==> src/rtl/button_event_arbiter_pkg.sv <==
// Shared constants for the button event arbiter.
//   EVT_W         : width of an event byte
//   EMPTY_CODE    : byte returned when a read finds the event FIFO empty
//   N_BTN_DEFAULT : default number of button inputs
//   DEPTH_DEFAULT : default number of event FIFO entries
//   CNT_W         : width of the evt_count output
package button_event_arbiter_pkg;

  localparam int EVT_W = 8;
  localparam logic [EVT_W-1:0] EMPTY_CODE = 8'hFF;
  localparam int N_BTN_DEFAULT = 4;
  localparam int DEPTH_DEFAULT = 4;
  localparam int CNT_W = 5;

  // Event byte for a granted button: button index in the low three bits.
  function automatic logic [EVT_W-1:0] evt_code(input logic [2:0] idx);
    return {{(EVT_W-3){1'b0}}, idx};
  endfunction

endpackage

==> src/rtl/button_event_arbiter_evt_fifo.sv <==
// evt_fifo: circular event queue with show-ahead head output.
//   clk, rst_n : clock, asynchronous active-low reset (pointers/count only)
//   push, din  : write din at the tail
//   pop        : drop the head
//   dout       : current head entry (valid while !empty)
//   count      : entries held (0..DEPTH)
//   full/empty : count == DEPTH / count == 0
//
// Handshake: push is accepted when !full, or when full and an accepted pop
// occurs in the same cycle (the freed slot is reused at the same edge).
// pop is accepted only when !empty. Requests that are not accepted are
// silently ignored and change no state.
module evt_fifo #(
  parameter int DEPTH = 4,
  parameter int W     = 8
) (
  input  logic                   clk,
  input  logic                   rst_n,
  input  logic                   push,
  input  logic                   pop,
  input  logic [W-1:0]           din,
  output logic [W-1:0]           dout,
  output logic [$clog2(DEPTH):0] count,
  output logic                   full,
  output logic                   empty
);

  localparam int AW = $clog2(DEPTH);
  localparam int CW = AW + 1;

  logic [W-1:0]  mem [DEPTH];
  logic [AW-1:0] wr_ptr;
  logic [AW-1:0] rd_ptr;
  logic          do_push;
  logic          do_pop;

  assign empty   = (count == '0);
  assign full    = (count == CW'(DEPTH));
  assign do_pop  = pop & ~empty;
  assign do_push = push & (~full | do_pop);
  assign dout    = mem[rd_ptr];

  // DEPTH is a power of two, so the pointers wrap naturally.
  always_ff @(posedge clk or negedge rst_n) begin
    if (!rst_n) begin
      wr_ptr <= '0;
      rd_ptr <= '0;
      count  <= '0;
    end else begin
      if (do_push) wr_ptr <= wr_ptr + 1'b1;
      if (do_pop)  rd_ptr <= rd_ptr + 1'b1;
      case ({do_push, do_pop})
        2'b10:   count <= count + 1'b1;
        2'b01:   count <= count - 1'b1;
        default: count <= count;
      endcase
    end
  end

  always_ff @(posedge clk) begin
    if (do_push) mem[wr_ptr] <= din;
  end

endmodule

==> src/rtl/button_event_arbiter.sv <==
// button_event_arbiter: collects one-cycle button event pulses into pending
// bits, grants them round-robin into an event FIFO and serves byte reads.
//   clk, rst_n : clock, asynchronous active-low reset
//   btn_evt    : one-cycle event pulse per button
//   rd_en      : read strobe; answer appears on rd_data/rd_valid next cycle
//   clr_ovf    : clears the sticky overflow flag (a same-cycle set wins)
//   rd_data    : head event byte, or EMPTY_CODE when read while empty; held
//   rd_valid   : one-cycle pulse following each rd_en
//   irq        : registered "FIFO not empty"
//   evt_count  : events currently queued
//   ovf        : sticky, set when a button event was coalesced/lost
module button_event_arbiter
  import button_event_arbiter_pkg::*;
#(
  parameter int N_BTN = N_BTN_DEFAULT,
  parameter int DEPTH = DEPTH_DEFAULT
) (
  input  logic             clk,
  input  logic             rst_n,
  input  logic [N_BTN-1:0] btn_evt,
  input  logic             rd_en,
  input  logic             clr_ovf,
  output logic [EVT_W-1:0] rd_data,
  output logic             rd_valid,
  output logic             irq,
  output logic [CNT_W-1:0] evt_count,
  output logic             ovf
);

  logic [N_BTN-1:0]        pending;
  logic [2:0]              rr_ptr;
  logic [2:0]              rr_next;
  logic [3:0]              g_plus1;
  logic [$clog2(DEPTH):0]  fifo_count;
  logic                    fifo_full;
  logic                    fifo_empty;
  logic [EVT_W-1:0]        head;
  logic                    pop;
  logic                    can_push;
  logic                    hi_vld;
  logic                    lo_vld;
  logic [2:0]              hi_idx;
  logic [2:0]              lo_idx;
  logic                    grant_vld;
  logic [2:0]              grant_idx;
  logic [N_BTN-1:0]        grant_oh;
  logic                    ovf_set;

  assign pop      = rd_en & ~fifo_empty;
  // A full FIFO still takes a push when the same cycle frees the head slot.
  assign can_push = ~fifo_full | pop;

  // Round-robin pick: lowest pending index at or above rr_ptr, otherwise
  // wrap to the lowest pending index overall. The loop runs downwards so
  // the last hit is the lowest index.
  always_comb begin
    hi_vld = 1'b0;
    lo_vld = 1'b0;
    hi_idx = '0;
    lo_idx = '0;
    for (int i = N_BTN - 1; i >= 0; i--) begin
      if (pending[i]) begin
        lo_vld = 1'b1;
        lo_idx = 3'(i);
        if (3'(i) >= rr_ptr) begin
          hi_vld = 1'b1;
          hi_idx = 3'(i);
        end
      end
    end
  end

  assign grant_vld = lo_vld & can_push;
  assign grant_idx = hi_vld ? hi_idx : lo_idx;

  always_comb begin
    grant_oh = '0;
    for (int i = 0; i < N_BTN; i++) begin
      grant_oh[i] = grant_vld && (grant_idx == 3'(i));
    end
  end

  // An event on a button that is granted this cycle is a fresh event and
  // re-arms pending; on any other pending button it is coalesced (lost).
  assign ovf_set = |(btn_evt & pending & ~grant_oh);

  assign g_plus1 = {1'b0, grant_idx} + 4'd1;
  assign rr_next = (g_plus1 >= 4'(N_BTN)) ? 3'd0 : g_plus1[2:0];

  always_ff @(posedge clk or negedge rst_n) begin
    if (!rst_n) begin
      pending  <= '0;
      rr_ptr   <= '0;
      ovf      <= 1'b0;
      irq      <= 1'b0;
      rd_valid <= 1'b0;
      rd_data  <= EMPTY_CODE;
    end else begin
      pending  <= (pending & ~grant_oh) | btn_evt;
      if (grant_vld) rr_ptr <= rr_next;
      if (ovf_set)      ovf <= 1'b1;
      else if (clr_ovf) ovf <= 1'b0;
      irq      <= (fifo_count != '0);
      rd_valid <= rd_en;
      // The head is sampled before any same-cycle push lands, so an empty
      // FIFO answers EMPTY_CODE even when a grant is writing this cycle.
      if (rd_en) rd_data <= pop ? head : EMPTY_CODE;
    end
  end

  evt_fifo #(
    .DEPTH (DEPTH),
    .W     (EVT_W)
  ) u_evt_fifo (
    .clk   (clk),
    .rst_n (rst_n),
    .push  (grant_vld),
    .pop   (pop),
    .din   (evt_code(grant_idx)),
    .dout  (head),
    .count (fifo_count),
    .full  (fifo_full),
    .empty (fifo_empty)
  );

  assign evt_count = CNT_W'(fifo_count);

endmodule

==> config.mk <==
export PLATFORM = sky130hd
export DESIGN_NAME = button_event_arbiter
export DESIGN_NICKNAME = d
export VERILOG_FILES = /design/src/rtl/button_event_arbiter_pkg.sv /design/src/rtl/button_event_arbiter_evt_fifo.sv /design/src/rtl/button_event_arbiter.sv
export SDC_FILE = /design/constraint.sdc
export NUM_CORES = 1
export LEC_CHECK = 0
export CAP_MARGIN = 10
export CORE_ASPECT_RATIO = 1.2
export CORE_UTILIZATION = 35
export CTS_CLUSTER_DIAMETER = 40
export DETAILED_ROUTE_END_ITERATION = 16
export HOLD_SLACK_MARGIN = 0.12
export PLACE_DENSITY_LB_ADDON = 0.3
export SYNTH_ARGS = -nofsm -noshare
export SYNTH_HDL_FRONTEND = slang
export SYNTH_SLANG_ARGS = --single-unit
==> constraint.sdc <==
create_clock -name clk -period 3 [get_ports clk]
set_input_delay 0.75 -clock clk [delete_from_list [all_inputs] [get_ports clk]]
set_output_delay 0.75 -clock clk [all_outputs]
set_load 0.01 [all_outputs]
# Yosys cells after proc, flatten, opt, wreduce, memory -nomap -nowiden
# Memory sizes are Yosys's and may differ from the RTL's.
# Cells that the tools add are included.
dict set report totals {
  regBits 25
  latch_bits 0
  ramBits 12
  rom_bits 0
  out_inout_bits 16
  word_cells 81
  mem_count 1
}
# name words width rd rd_clocked_by_memory_dff wr line
set memory_table {}
lappend memory_table {u_evt_fifo.mem 4 3 1 0 1 button_event_arbiter_evt_fifo.sv:31} ;# logic [W-1:0] mem [DEPTH];
dict set report op_classes {
  add_sub_neg 5
  multipliers 0
  div 0
  magnitude_cmp 5
  eq_ne 6
  shifts 0
  mux 32
  bitwise_logic 13
  n_reduce_logical 10
}
# cell n
set ops {}
lappend ops {{2-to-1 mux 3 bit} 11}
lappend ops {{2-to-1 mux 1 bit} 16}
lappend ops {{bitwise AND 4 bit} 3}
lappend ops {{2-to-1 mux 8 bit} 1}
lappend ops {{equality test 3 x 2 -> 1 bit, second input constant} 2}
lappend ops {{>= comparator 1 x 3 -> 1 bit, first input constant} 2}
lappend ops {{>= comparator 2 x 3 -> 1 bit, first input constant} 2}
lappend ops {{logical NOT 3 bit} 2}
lappend ops {{2-to-1 mux 2 bit} 3}
lappend ops {{case mux 3 bit (2 select lines)} 1}
lappend ops {{adder 2 x 1 -> 2 bit, second input constant} 2}
lappend ops {{adder 3 x 1 -> 4 bit, second input constant} 1}
lappend ops {{bitwise AND 1 bit} 4}
lappend ops {{>= comparator 4 x 3 -> 1 bit, second input constant} 1}
lappend ops {{logical AND 1 bit} 4}
lappend ops {{inverter 4 bit} 1}
lappend ops {{bitwise OR 4 bit} 1}
lappend ops {{nonzero test 2 bit} 2}
lappend ops {{OR reduction 4 bit} 1}
lappend ops {{adder 3 x 1 -> 3 bit, second input constant} 1}
lappend ops {{equality test 3 x 1 -> 1 bit, second input constant} 1}
lappend ops {{equality test 3 bit, second input constant} 1}
lappend ops {{nonzero test 3 bit} 1}
lappend ops {{subtractor 3 x 1 -> 3 bit, second input constant} 1}
lappend ops {{4 further kinds} 6}

# Longest topological paths before layout
dict set report logic_depth {
  word_depth 16
  ltp_mapped 10
  ltp_nobuf 9
}

# Cells and area by module
# A second synthesis with hierarchy kept.
dict set report hier_totals {
  cells_unflattened 172
  area_unflattened_um2 2561.2
}
# module instances cells_each area_each_um2
set modules_own_cells {}
lappend modules_own_cells {evt_fifo 1 94 1669.1}
lappend modules_own_cells {button_event_arbiter 1 78 892.1}

# Least setup slack after synthesis
# No wires, ideal clock.
dict set report synth_timing {
  path_type {input to register}
  start {in rd_en}
  end {reg u_evt_fifo.count[2]}
  setup_ns 0.079
  t_arrival_ns 2.539
  required_ns 2.921
  path_slack_ns 0.382
  stages 10
  cell_sequence {or4b_4 a21boi_4 buf_6 inv_1 ha_1 inv_1 fa_1 xor2_1 nor2_1 xor2_1}
}
dict set report synth_via {
  elab_chain_len 6
}
# item line
set synth_rtl {}
lappend synth_rtl {{start, declared} button_event_arbiter.sv:21} ;# input logic rd_en,
lappend synth_rtl {{bitwise AND 1 bit (*)} button_event_arbiter.sv:49} ;# assign pop = rd_en & ~fifo_empty;
lappend synth_rtl {{bitwise OR 1 bit / bitwise AND 1 bit (equally long branches)} {button_event_arbiter.sv:51, button_event_arbiter_evt_fifo.sv:39}}
lappend synth_rtl {{bitwise AND 1 bit / bitwise OR 1 bit (equally long branches)} {button_event_arbiter.sv:73, button_event_arbiter_evt_fifo.sv:40}}
lappend synth_rtl {{bitwise AND 1 bit} button_event_arbiter_evt_fifo.sv:40} ;# assign do_push = push & (~full | do_pop);
lappend synth_rtl {{equality test 2 x 1 -> 1 bit / equality test 2 bit (equally long branches)} button_event_arbiter_evt_fifo.sv:52} ;# case ({do_push, do_pop})
lappend synth_rtl {{case mux 3 bit (2 select lines) / nonzero test 2 bit (equally long branches)} -}
lappend synth_rtl {{end signal, assigned} button_event_arbiter_evt_fifo.sv:53} ;# 2'b10: count <= count + 1'b1;
lappend synth_rtl {{end signal, assigned} button_event_arbiter_evt_fifo.sv:54} ;# 2'b01: count <= count - 1'b1;
lappend synth_rtl {{end signal, assigned} button_event_arbiter_evt_fifo.sv:55} ;# default: count <= count;
lappend synth_rtl {{end, declared} button_event_arbiter_evt_fifo.sv:23} ;# output logic [$clog2(DEPTH):0] count,
# Mark *: on every way between the ends. The rest lies on a longest branch, timed or not.
# A chain may end at the register's enable or synchronous reset.

# Final worst setup path
# Ends and elaborated chain as after synthesis.

==> flow_metrics.tcl <==
set metrics [dict create \
    outcome "finished, final reports clean" \
    num_rows 25 \
    regArea_um2 744 \
    synth.avg_cell_area_um2 11.8 \
    cts_buffers 3 \
    start_kind "input pin" \
    grt_first_pass_wirelength_um 3900 \
    start_util_pct 36.5 \
    relSlewSlack_pct 66.1 \
    power.leakage_nw 0.754 \
    ant_nets 0 \
    setup_viol 0 \
    worstPathArrival_ns 2.90 \
    p_switching_mw 0.634 \
    synth_edf_count 8 \
    finalSetupTns_ns 0 \
    rsz0062_at_grt "false" \
    core_area_um2 3910 \
    cts_resized 0 \
    ys_seq_elements 28 \
    ys_top_cells_by_count "dfrtp_1 (17), inv_1 (12), nor2_1 (11)" \
    ios 24 \
    final-hold-violation-count 0 \
    grt_pass1_vias 924 \
    power_frac_comb_pct 44.4 \
    drt-wirelength-per-cell_um 11.9 \
    multi_input_area_um2 577 \
    cts.path.max_buffers 2 \
    synth.most_common_cell "dfrtp_1" \
    dr_total_vias 916 \
    yosysTopAreaCellShare_pct 29.8 \
    routabilityCongestion 0.775 \
    drv_slew 0 \
    synthTopCellsByArea "dfrtp_1 (30%), edfxtp_1 (17%), ha_1 (7.9%)" \
    place_hpwl_um 1820 \
    required_ns 3.21 \
    fmax_ghz 0.372 \
    clock_latency_ns 0.27 \
    diodes 0 \
    fill_cells 376 \
    die_w_um 60.3 \
    crit_fanout 2 \
    postLayoutCellArea_um2 1750 \
    firstDrtPassIters 4 \
    cts_root_buf "clkbuf_8" \
    postCtsSetupBuffers 0 \
    final_core_util_pct 44.8 \
    skew_ns 0.00281 \
    synthCells 121 \
    synth_top_area_cell "dfrtp_1" \
    seq_power_share_pct 40.0 \
    ir_drop_mv 0.243 \
    min_period_ns 2.69 \
    area_delta_synth_final_pct 22.9 \
    post_dp_cell_area_um2 1680 \
    grt_overflow 0 \
    async_flop_share_pct 71.4 \
    drtIter0Drc 35 \
    period_share_pct 89.7 \
    pwr_density_cell_nw_per_um2 1070 \
    cts_sinks 28 \
    worstMarginPinSlew_ns 0.505 \
    antenna_found_initial 0 \
    fin_nets 163 \
    cellInternalPower_mw 1.25 \
    ys_warn_count 0 \
    die_y_um 71.9 \
    cp-end-kind "register" \
    synth_seq_area_share_pct 52.2 \
    dieArea_um2 4340 \
    synth_cell_type_count 33 \
    clk_pin_slew_ns 0.09 \
    clkPwrFrac_pct 15.6 \
    max_cap_violations 0 \
    cts_tree "done" \
    drive_above_1_share_pct 16.0 \
    p_sw_share_pct 33.7 \
    grt_max_degree 21 \
    min_path_type "reg2reg" \
    synth_ff_type "dfrtp_1" \
    numPortBuffers 21 \
    track_usage_pct 12.5 \
    path_class "in2reg" \
    netlist_area_um2 1430 \
    wl_um 2350 \
    detail_route.vias_per_cell 4.63 \
    htreeDepth 1 \
    post-route-drc-count 0 \
    ctsHoldBuffers 0 \
]
-- state kept, by name, indices dropped and copies added (netlist names) --
name               flops
u_evt_fifo.rd_ptr      2
irq                    1
ovf                    1
u_evt_fifo.count       3
u_evt_fifo.mem         8
pending                4
rd_data                3
rr_ptr                 3
rd_valid               1
u_evt_fifo.wr_ptr      2
-- path summary, 6_finish.rpt --
check                      cells past startpoint                  end  slack, ns                start
hold / removal                                 2           rd_data[0]       0.49           rd_data[0]
hold reg to reg                                2           rd_data[0]       0.49           rd_data[0]
max in group asynchronous                      2           rd_data[6]       1.93                rst_n
setup reg to reg                               9  u_evt_fifo.count[2]       0.72  u_evt_fifo.count[0]
setup / recovery                              10  u_evt_fifo.count[2]       0.31                rd_en
min in group asynchronous                      2                  irq       0.80                rst_n
-- cell type report --
type / instances / area share [%]
timing repair buffer: 26 / 14.1
multi-input combinational: 74 / 32.9
clock buffer: 3 / 2.36
tap: 54 / 3.85
inverter: 12 / 2.57
sequential: 28 / 42.5
clock inverter: 1 / 1.71
-- critical path, stage by stage --
cell             delay (ns)
clkdlybuf4s50_1        0.43
or4b_4                 0.50
a21boi_4               0.16
inv_1                  0.07
ha_1                   0.15
inv_1                  0.06
fa_1                   0.37
xor2_1                 0.15
nor2_1                 0.11
xor2_1                 0.15
-- placed cells by master (no fill, tap or decap), types with 2 or more instances in the layout --
cell type and count:
clkdlybuf4s50_1 21, dfrtp_1 17, inv_1 12, nor2_1 11, ha_1 9, edfxtp_1 8, nand2_1 7, o21ai_0 5
buf_4 5, a21o_1 4, and2_2 4, xnor2_1 3, xor2_1 3, nand3_1 3, clkbuf_8 3, dfstp_2 3
nor3_1 2, nor2b_1 2, a32oi_1 2, mux4_2 2, a21oi_1 2, mux2_2 2, conb_1 2
-- cells by family (layout without fill, tap and decap cells) --
family	Yosys count	after routing	synth area share, %
adders and majority gates	10	10	9.30
buffers and inverters	20	42	7.63
and+or+nand+nor	33	33	12.0
muxes	5	5	5.79
other	1	2	0.263
AOI/OAI and AO/OA	18	18	9.12
xor gates and xnor gates	6	6	3.68
DFF	28	28	52.2
-- stage by stage --
| step | setup WS (ns) | hold slack [ns] | power, mW | cells |
|---|---|---|---|---|
| after floorplan | 0.382 | 0.454 | 1.32 | 122 |
| after global placement | 0.0690 | 0.476 | 1.57 | 194 |
| after detailed placement | 0.0277 | 0.479 | 1.61 | 194 |
| after CTS | 0.307 | 0.496 | 1.91 | 198 |
| after global routing | 0.220 | 0.535 | 2.03 | 198 |
| final | 0.310 | 0.493 | 1.88 | 198 |
-- power groups by stage --
stage               logic (mW)  registers (mW)  clock network, mW
global route             0.933           0.778              0.319
detailed placement       0.844           0.764                  0
global placement         0.811           0.759                  0
floorplan                0.567           0.756                  0
CTS                      0.846           0.757              0.304
finish                   0.834           0.752              0.294
-- routing by layer --
metal,vias up,wire (um),share of wire (%),GRT usage [%]
met5,-,0,0,0
met4,0,69,2.9,7.75
met3,5,57,2.4,2.14
met2,20,1300,55,23.4
met1,449,923,39,12.0
li1,442,-,-,-
No activity file was read; power rests on OpenSTA's default activity.
